[src/rtl/lc3b_types.sv]
// Shared LC-3b types used by the memory arbiter and its neighbours.
package lc3b_types;

  typedef logic [15:0]  lc3b_word;
  typedef logic [127:0] lc3b_line;

  typedef enum logic [1:0] {
    IDLE    = 2'd0,
    SERVE_I = 2'd1,
    SERVE_D = 2'd2
  } lc3b_arb_state;

endpackage

[src/rtl/mem_arbiter_if.sv]
// Bus bundle between the two caches, the arbiter and physical memory.
//
// Handshake: a requester raises x_read/x_write with address (and wdata) and
// holds them stable until it sees x_resp high for one cycle; x_rdata is only
// meaningful in that cycle. Physical memory sees pmem_read/pmem_write held
// until it answers with a single-cycle pmem_resp carrying pmem_rdata.
interface mem_arbiter_if;
  import lc3b_types::*;

  logic     i_read;
  lc3b_word i_address;
  logic     i_resp;
  lc3b_line i_rdata;

  logic     d_read;
  logic     d_write;
  lc3b_word d_address;
  lc3b_line d_wdata;
  logic     d_resp;
  lc3b_line d_rdata;

  logic     pmem_read;
  logic     pmem_write;
  lc3b_word pmem_address;
  lc3b_line pmem_wdata;
  logic     pmem_resp;
  lc3b_line pmem_rdata;

  // Arbiter side.
  modport slave (
    input  i_read, i_address, d_read, d_write, d_address, d_wdata,
           pmem_resp, pmem_rdata,
    output i_resp, i_rdata, d_resp, d_rdata,
           pmem_read, pmem_write, pmem_address, pmem_wdata
  );

  // Environment side: caches and physical memory.
  modport master (
    output i_read, i_address, d_read, d_write, d_address, d_wdata,
           pmem_resp, pmem_rdata,
    input  i_resp, i_rdata, d_resp, d_rdata,
           pmem_read, pmem_write, pmem_address, pmem_wdata
  );

endinterface

[src/rtl/arb_starve_counter.sv]
// Saturating count of consecutive D grants taken while I was waiting.
module arb_starve_counter #(
  parameter int LIMIT = 4
) (
  input  logic clk,
  input  logic rst_n,
  input  logic inc,
  input  logic clr,
  output logic at_limit
);

  localparam logic [3:0] LIMIT_W = 4'(LIMIT);

  logic [3:0] count;

  // Clear wins over increment; increment stops once the limit is reached.
  always_ff @(posedge clk or negedge rst_n) begin
    if (!rst_n) begin
      count <= 4'd0;
    end else if (clr) begin
      count <= 4'd0;
    end else if (inc && (count != LIMIT_W)) begin
      count <= count + 4'd1;
    end
  end

  assign at_limit = (count == LIMIT_W);

endmodule

[src/rtl/mem_arbiter.sv]
// Shares one physical-memory port between the I cache and the D cache.
// D wins ties (older instruction) until the starvation limit forces I.
module mem_arbiter
  import lc3b_types::*;
#(
  parameter int STARVE_LIMIT = 4
) (
  input  logic          clk,
  input  logic          rst_n,
  mem_arbiter_if.slave  bus,
  output logic          busy,
  output lc3b_arb_state dbg_state
);

  lc3b_arb_state state, next_state;
  logic d_req;
  logic inc, clr, at_limit;

  assign d_req = bus.d_read | bus.d_write;

  // Both caches see the memory line; only their resp qualifies it.
  assign bus.i_rdata = bus.pmem_rdata;
  assign bus.d_rdata = bus.pmem_rdata;

  assign busy      = (state != IDLE);
  assign dbg_state = state;

  // State register; reset drops any grant immediately.
  always_ff @(posedge clk or negedge rst_n) begin
    if (!rst_n) begin
      state <= IDLE;
    end else begin
      state <= next_state;
    end
  end

  // Next state, bus muxing and streak control.
  always_comb begin
    next_state       = state;
    bus.pmem_read    = 1'b0;
    bus.pmem_write   = 1'b0;
    bus.pmem_address = '0;
    bus.pmem_wdata   = '0;
    bus.i_resp       = 1'b0;
    bus.d_resp       = 1'b0;
    inc              = 1'b0;
    clr              = 1'b0;
    case (state)
      IDLE: begin
        if (d_req && bus.i_read) begin
          next_state = at_limit ? SERVE_I : SERVE_D;
        end else if (d_req) begin
          next_state = SERVE_D;
        end else if (bus.i_read) begin
          next_state = SERVE_I;
        end
        inc = (next_state == SERVE_D) && bus.i_read;
        clr = (next_state == SERVE_I);
      end
      SERVE_I: begin
        // Command follows the requester even if it drops early; grant holds.
        bus.pmem_read    = bus.i_read;
        bus.pmem_address = bus.i_address;
        if (bus.pmem_resp) begin
          bus.i_resp = 1'b1;
          next_state = IDLE;
        end
      end
      SERVE_D: begin
        bus.pmem_read    = bus.d_read;
        bus.pmem_write   = bus.d_write;
        bus.pmem_address = bus.d_address;
        bus.pmem_wdata   = bus.d_wdata;
        if (bus.pmem_resp) begin
          bus.d_resp = 1'b1;
          next_state = IDLE;
        end
      end
      default: next_state = IDLE;
    endcase
  end

  arb_starve_counter #(
    .LIMIT(STARVE_LIMIT)
  ) u_starve (
    .clk      (clk),
    .rst_n    (rst_n),
    .inc      (inc),
    .clr      (clr),
    .at_limit (at_limit)
  );

endmodule

[src/flat_wrapper.sv]
// flat-port wrapper written by rule: the top's interface ports become plain ports
module mem_arbiter_flat import lc3b_types::*;
#(
  parameter int STARVE_LIMIT = 4
)
  (clk, rst_n, busy, dbg_state, bus_i_read, bus_i_address, bus_d_read, bus_d_write, bus_d_address, bus_d_wdata, bus_pmem_resp, bus_pmem_rdata, bus_i_resp, bus_i_rdata, bus_d_resp, bus_d_rdata, bus_pmem_read, bus_pmem_write, bus_pmem_address, bus_pmem_wdata);
  mem_arbiter_if bus_i ();
  input  logic clk;
  input  logic rst_n;
  output logic busy;
  output lc3b_arb_state dbg_state;
  input wire logic [$bits(bus_i.i_read)-1:0] bus_i_read;
  input wire logic [$bits(bus_i.i_address)-1:0] bus_i_address;
  input wire logic [$bits(bus_i.d_read)-1:0] bus_d_read;
  input wire logic [$bits(bus_i.d_write)-1:0] bus_d_write;
  input wire logic [$bits(bus_i.d_address)-1:0] bus_d_address;
  input wire logic [$bits(bus_i.d_wdata)-1:0] bus_d_wdata;
  input wire logic [$bits(bus_i.pmem_resp)-1:0] bus_pmem_resp;
  input wire logic [$bits(bus_i.pmem_rdata)-1:0] bus_pmem_rdata;
  output wire logic [$bits(bus_i.i_resp)-1:0] bus_i_resp;
  output wire logic [$bits(bus_i.i_rdata)-1:0] bus_i_rdata;
  output wire logic [$bits(bus_i.d_resp)-1:0] bus_d_resp;
  output wire logic [$bits(bus_i.d_rdata)-1:0] bus_d_rdata;
  output wire logic [$bits(bus_i.pmem_read)-1:0] bus_pmem_read;
  output wire logic [$bits(bus_i.pmem_write)-1:0] bus_pmem_write;
  output wire logic [$bits(bus_i.pmem_address)-1:0] bus_pmem_address;
  output wire logic [$bits(bus_i.pmem_wdata)-1:0] bus_pmem_wdata;
  assign bus_i.i_read = bus_i_read;
  assign bus_i.i_address = bus_i_address;
  assign bus_i.d_read = bus_d_read;
  assign bus_i.d_write = bus_d_write;
  assign bus_i.d_address = bus_d_address;
  assign bus_i.d_wdata = bus_d_wdata;
  assign bus_i.pmem_resp = bus_pmem_resp;
  assign bus_i.pmem_rdata = bus_pmem_rdata;
  assign bus_i_resp = bus_i.i_resp;
  assign bus_i_rdata = bus_i.i_rdata;
  assign bus_d_resp = bus_i.d_resp;
  assign bus_d_rdata = bus_i.d_rdata;
  assign bus_pmem_read = bus_i.pmem_read;
  assign bus_pmem_write = bus_i.pmem_write;
  assign bus_pmem_address = bus_i.pmem_address;
  assign bus_pmem_wdata = bus_i.pmem_wdata;
  mem_arbiter #(.STARVE_LIMIT(STARVE_LIMIT)) u_core (.clk(clk), .rst_n(rst_n), .bus(bus_i), .busy(busy), .dbg_state(dbg_state));
endmodule
[config.mk]
export PLATFORM = sky130hd
export DESIGN_NAME = mem_arbiter_flat
export DESIGN_NICKNAME = d
export VERILOG_FILES = /design/src/rtl/lc3b_types.sv /design/src/rtl/mem_arbiter_if.sv /design/src/rtl/arb_starve_counter.sv /design/src/rtl/mem_arbiter.sv /design/src/flat_wrapper.sv
export SDC_FILE = /design/constraint.sdc
export NUM_CORES = 1
export LEC_CHECK = 0
export ABC_AREA = 1
export CORE_AREA = 5 5 268 270
export DETAILED_ROUTE_END_ITERATION = 7
export DIE_AREA = 0 0 273 275
export SKIP_CTS_REPAIR_TIMING = 1
export SYNTH_ARGS = -nofsm -noshare
export SYNTH_HDL_FRONTEND = slang
export SYNTH_SLANG_ARGS = --single-unit
[constraint.sdc]
create_clock -name clk -period 2.2 [get_ports clk]
set_clock_uncertainty 0.15 [all_clocks]
set_input_delay 0.44 -clock clk [delete_from_list [all_inputs] [get_ports clk]]
set_output_delay 0.44 -clock clk [all_outputs]
set_load 0.02 [all_outputs]
Word-level counts from Yosys, hierarchy flattened
Index checks and enable logic that the tools add are counted.
{"block": "op_classes", "add_sub_neg": 1, "n_reduce_logical": 7, "bitwise": 1, "eq_ne": 7, "muxes": 18}
{"cell": "128-bit two-way mux", "count": 1}
{"cell": "16-bit one-hot mux with 2 select lines", "count": 1}
{"cell": "2-bit two-way mux", "count": 6}
{"cell": "4-bit two-way mux", "count": 2}
{"cell": "1-bit two-way mux", "count": 6}
{"cell": "4-bit by 1-bit adder with 4-bit output (second input constant)", "count": 1}
{"cell": "2-bit by 1-bit == test with 1-bit output (second input constant)", "count": 2}
{"cell": "2-bit == test (second input constant)", "count": 2}
{"cell": "4-bit by 3-bit == test with 1-bit output (second input constant)", "count": 1}
{"cell": "4-bit by 3-bit inequality test with 1-bit output (second input constant)", "count": 1}
{"cell": "2-bit one-hot mux with 2 select lines", "count": 1}
{"cell": "2-bit nonzero test", "count": 2}
{"cell": "1-bit logical AND", "count": 3}
{"cell": "2-bit logical NOT", "count": 1}
{"cell": "2-bit by 1-bit inequality test with 1-bit output (second input constant)", "count": 1}
{"cell": "1-bit one-hot mux with 2 select lines", "count": 1}
{"cell": "2-bit OR reduction", "count": 1}
{"cell": "1-bit bitwise OR", "count": 1}
{"block": "totals", "reg_bits": 6, "out_inout_bits": 407, "wordCells": 36, "inputBits": 294}

Logic depth before layout (Yosys ltp)
Gate-level depths: netlist of the first run.
{"block": "logic_depth", "word_depth": 10, "mapped_depth": 9, "mapped_depth_nobuf": 9}

Hierarchy
Synthesis of the first run repeated with hierarchy kept, for this count alone.
{"block": "hier_totals", "cells_unflattened": 647, "area_unflattened_um2": 3727.3}
{"module": "mem_arbiter", "cells_each": 615, "area_per_inst_um2": 3474.6, "seq_area_each_um2": 50.0, "n_inst": 1}
{"module": "arb_starve_counter", "cells_each": 32, "area_per_inst_um2": 252.7, "seq_area_each_um2": 100.1, "n_inst": 1}

Least setup slack after synthesis of the first run
No wires, ideal clock.
{"block": "synth_path", "kind": "register -> output", "startpoint": "register u_core.state[0] (netlist: u_core.dbg_state[0])", "endpoint": "output bus_pmem_address[0]", "slack_ps": 9, "path_buffers": 1, "arrival_time_ps": 1601, "path_stages_with_launch": 6, "required_ps": 1610, "cell_sequence": "dfrtp_1 > inv_1 > ha_1 > clkinv_1 > clkbuf_1 > a21oi_1"}
{"block": "synth_via", "elab_chain_cells": 2, "elab_cells_between_ends": 3, "classes_between": "2 x eq/ne; 1 x mux"}
{"item": "start: declaration", "line_no": "mem_arbiter.sv:15", "source": "lc3b_arb_state state, next_state;"}
{"item": "start signal: assignment", "line_no": "mem_arbiter.sv:33", "source": "state <= next_state;"}
{"item": "2-bit == test or 2-bit by 1-bit == test with 1-bit output (tied branches)", "line_no": "mem_arbiter.sv:48", "source": "case (state)"}
{"item": "16-bit one-hot mux with 2 select lines *", "line_no": "mem_arbiter.sv:48"}
{"item": "end: declaration", "line_no": "flat_wrapper.sv:26", "source": "output wire logic [$bits(bus_i.pmem_address)-1:0] bus_pmem_address;"}
Every way passes the cells marked *; elsewhere a longest branch is shown, timed or not.

Final worst setup path of the first run
{"block": "layout_path", "startpoint": "register u_core.state[1] (netlist: u_core.dbg_state[1])", "endpoint": "output bus_pmem_wdata[76]"}
{"block": "layout_via", "elab_chain_cells": 2}
{"item": "2-bit == test", "line_no": "mem_arbiter.sv:48"}
{"item": "128-bit two-way mux", "line_no": "mem_arbiter.sv:48"}
{"item": "end: declaration", "line_no": "flat_wrapper.sv:27", "source": "output wire logic [$bits(bus_i.pmem_wdata)-1:0] bus_pmem_wdata;"}
No other way between the ends.

==> results.txt, run 1 <==
----------------------------------------------------
[Global route]
  First-pass GRT wire length ... 42.0 mm
  Number of global-route vias before repair ... 4196
  Aggregate global routing overflow ... 0
  Number of antenna violations at the first check in global routing ... 40
  Maximum number of pins on one net before global-route repair ... between 40 and 50
  GR Util All Layers ... 0.0861

[Setup path]
  Slowest stage delay, CP ... roughly 0.37 ns
  Kind of end point of the critical path ... output pin
  Max stage delay cell, worst path ... sky130_fd_sc_hd__dfrtp_1
  Arrival @ worst endpoint ... 1.68 ns
  Data required time at the worst endpoint ... ~1.6 ns
  Minimum setup slack among reg-to-reg paths ... 0.44 ns
  Classification of the worst setup path ... reg2out
  Sort of element at the start of the critical path ... flip-flop
  CP Cell Sequence ... buf_6 -> ha_4 -> buf_12 -> clkbuf_16 -> clkbuf_16 -> nand2_4 -> inv_4 -> buf_12
  Peak fanout along the critical path ... 8

[Timing]
  RSZ-0062 raised after global routing ... yes
  Remaining max-slew budget at the tightest pin ... 0.737
  Number of hold violations in the final report ... 0
  Peak Freq ... approximately 440 MHz
  Number of pins exceeding their max-slew limit in the final report ... 0
  Count of final setup violators ... between 50 and 60
  Transition time of the tightest slew-check pin ... 0.393 ns
  Clock period minus worst slack ... roughly 2.3 ns
  Crit share post-route ... 1.03
  Worst setup slack after layout ... -0.0716 ns

[Detailed routing]
  Remaining number of nets flagged by the antenna check after routing ... 0
  Total vias in the final route ... 4173
  Final routed wirelength across all metal layers ... about 39 mm
  First drt pass iteration count ... 4
  # DRC ... 0
  1st-iter DRT viols ... ~120
  Average wire per cell in the routed design ... approximately 23 um
  Via count normalized by instance count ... approximately 2.5

[Cells and area]
  Fraction of final layout cells sized beyond drive strength 1 ... 0.493
  Fillcell total ... approximately 8000
  Area growth from synthesis to layout ... 114%
  Cell area after layout ... 0.00793 sq mm
  Sequential standard cell area ... 150 sq um
  Area occupied by multi-input gates ... approximately 0.0016 sq mm
  Final standard cell count with taps included and fillers excluded ... ~1700
  # nets final ... between 1000 and 1500

[Yosys]
  Dominant synthesized flop cell ... sky130_fd_sc_hd__dfrtp_1
  Area fraction in and, or, nand and nor cells after synthesis ... 0.216
  Area contributors post-synth ... sky130_fd_sc_hd__buf_4 52%, sky130_fd_sc_hd__nand2_1 18%, sky130_fd_sc_hd__inv_1 14%
  Number of flip-flops and latches in the synthesized netlist ... 6
  Cell types with the highest counts after synthesis ... 257 x sky130_fd_sc_hd__buf_4, 180 x sky130_fd_sc_hd__nand2_1, 141 x sky130_fd_sc_hd__inv_1
  Cell with the most instances after synthesis ... sky130_fd_sc_hd__buf_4
  Number of nets produced by synthesis ... about 950
  Arithmetic-cell share of the synthesized area counting full adders, half adders and majority gates ... 0.0169
  Mean instance size in the synthesized netlist ... ~5.7 sq um
  Number of distinct library cells after synthesis ... 22
  Post-synthesis sequential area ratio ... 0.0406
  Number of warnings printed during yosys synthesis ... 0
  Main combinational cell family by area after synthesis ... buffers and inverters
  Async S/R FF share, synth ... 1.00
  Top cell type by total area after synthesis ... sky130_fd_sc_hd__buf_4
  Compound-gate portion of the synthesized area ... 0.0295
  EDFF count, synth ... 0
  Proportion of synthesized area in mux cells ... 0
  Synth Cell Area ... about 0.0037 sq mm
  Post-synthesis share of cell area spent on xor and xnor gates ... 0.00237
  Area share of the largest cell type after synthesis ... 0.522
  Synthesized netlist cell count ... about 650

[Clock tree]
  CTS sink count ... 6
  Num CTS Buffers ... 3
  Largest buffer count on any clock path ... 2
  CTS tree ... yes
  H-tree level count ... 1
  Clock transition at the registers of the reported paths ... about 0.04 ns
  Clock latency on the worst-skew pair ... 0.23 ns
  CTS root buf ... sky130_fd_sc_hd__clkbuf_16

[Placed design]
  Buffers on Ports ... about 320
  Routability cong. ... between 0.7 and 0.8
  Worst slack after detailed placement ... -0.200 ns
  Post-placement cell count ... 1648
  Total placed instance area ... between 0.006 and 0.007 sq mm
  Dpl hpwl ... approximately 32 mm

[Power]
  Power per standard cell area ... about 1200 mW/mm^2
  Largest voltage drop on the vdd net ... approximately 0.00046 V
  Leakage ... 3.92 nW

[Die]
  Row count ... 97
  Die area ... about 0.075 sq mm
  Effective utilization at floorplan ... 0.0533
  Floorplan core area ... between 0.06 and 0.07 sq mm
  Horizontal extent of the die ... ~270 um
  Height of the die ... roughly 280 um
  Num ports ... between 700 and 800

[Hold path]
  Type of the tightest min-delay check ... in2async

[Run status]
  Failing checks ... setup timing
  Result of the run ... finished, violations left

[Run]
  Maximum Capacitance Violations ... 0

----------------------------------------------------
-- flip-flops by register name, indices dropped and copies added (netlist names) --
| register | cells |
|---|---|
| u_core.u_starve.count | 4 |
| u_core.dbg_state | 2 |
-- worst max-delay path, delay by kind of cell (launching register included) --
family	cells	cell delay, ns
buf+inv	6	0.81
fa+ha+maj	1	0.17
simple gates	1	0.08
flops	1	0.37
-- kinds of logic after synthesis --
| kind of cell | Yosys count |
|---|---|
| AND/OR/NAND/NOR | 200 |
| adder cells (fa/ha/maj) | 5 |
| XOR/XNOR | 1 |
| buffers and inverters | 419 |
| flip-flops | 6 |
| AO/OA/AOI/OAI | 21 |
-- power by group --
group,internal [mW],switching [mW],total (mW)
Combinational,4.12,4.64,8.76
Clock,0.234,0.0659,0.300
Sequential,0.162,0.0490,0.211
-- final timing paths --
| check | end | cells past startpoint | from |
|---|---|---|---|
| max | bus_pmem_wdata[76] | 8 | u_core.dbg_state[1]$_DFFE_PN0P_ |
| min | u_core.u_starve.count[0]$_DFFE_PN0P_ | 1 | rst_n |
| max reg2reg | u_core.dbg_state[1]$_DFFE_PN0P_ | 7 | u_core.dbg_state[0]$_DFFE_PN0P_ |
| min reg2reg | u_core.u_starve.count[3]$_DFFE_PN0P_ | 2 | u_core.u_starve.count[3]$_DFFE_PN0P_ |
| max in group asynchronous | u_core.dbg_state[0]$_DFFE_PN0P_ | 1 | rst_n |
| min in group clk | u_core.u_starve.count[3]$_DFFE_PN0P_ | 2 | u_core.u_starve.count[3]$_DFFE_PN0P_ |
-- through the flow --
stage / util / hold WS (ns) / total power [mW] / setup TNS (ns)
CTS: 0.0985 / 0.340 / 7.18 / -41.79
global placement: 0.0974 / 0.415 / 6.86 / -8.57
floorplan: - / -0.00559 / 3.40 / 0
finish: 0.114 / 0.328 / 9.27 / -1.74
detailed placement: 0.0974 / 0.428 / 6.85 / -10.50
global route: 0.114 / 0.362 / 9.98 / -6.68
-- metal layers --
metal  wire, um  track usage  part of all wire
met1      11800       0.0727              0.30
met2      16400        0.128              0.43
met3       8350        0.100              0.22
met4       1720       0.0315             0.045
met5        299            0            0.0078
-- cell usage in the layout, fill, tap and decap left out, drive strengths merged --
| master | instances |
|---|---|
| nand2 | 182 |
| clkdlybuf4s50 | 167 |
| buf | 152 |
| inv | 143 |
| clkbuf | 42 |
| a21oi | 17 |
| nor2 | 10 |
| diode | 9 |
| dfrtp | 6 |
| nand3 | 5 |
| ha | 5 |
| o21ai | 4 |
| nand4 | 3 |
| dlymetal6s2s | 2 |
| xor2 | 1 |
-- area by class of cell --
class	count	area share
diodes	9	0.00284
clock buffers	3	0.00947
inverters	143	0.0791
multi-input cells	227	0.202
flip-flops and latches	6	0.0189
well taps	940	0.148
repair buffers	360	0.540
No activity file was read; power rests on OpenSTA's default activity.
==> inputs of run 2 (changes only) <==
--- a/config.mk
+++ b/config.mk
@@ -10,6 +10,7 @@
 export DETAILED_ROUTE_END_ITERATION = 7
 export DIE_AREA = 0 0 273 275
 export SKIP_CTS_REPAIR_TIMING = 1
+export SLEW_MARGIN = 0
 export SYNTH_ARGS = -nofsm -noshare
 export SYNTH_HDL_FRONTEND = slang
 export SYNTH_SLANG_ARGS = --single-unit
==> results of run 2 <==
The final DEF is identical to that of run 1; final timing and power are the same.
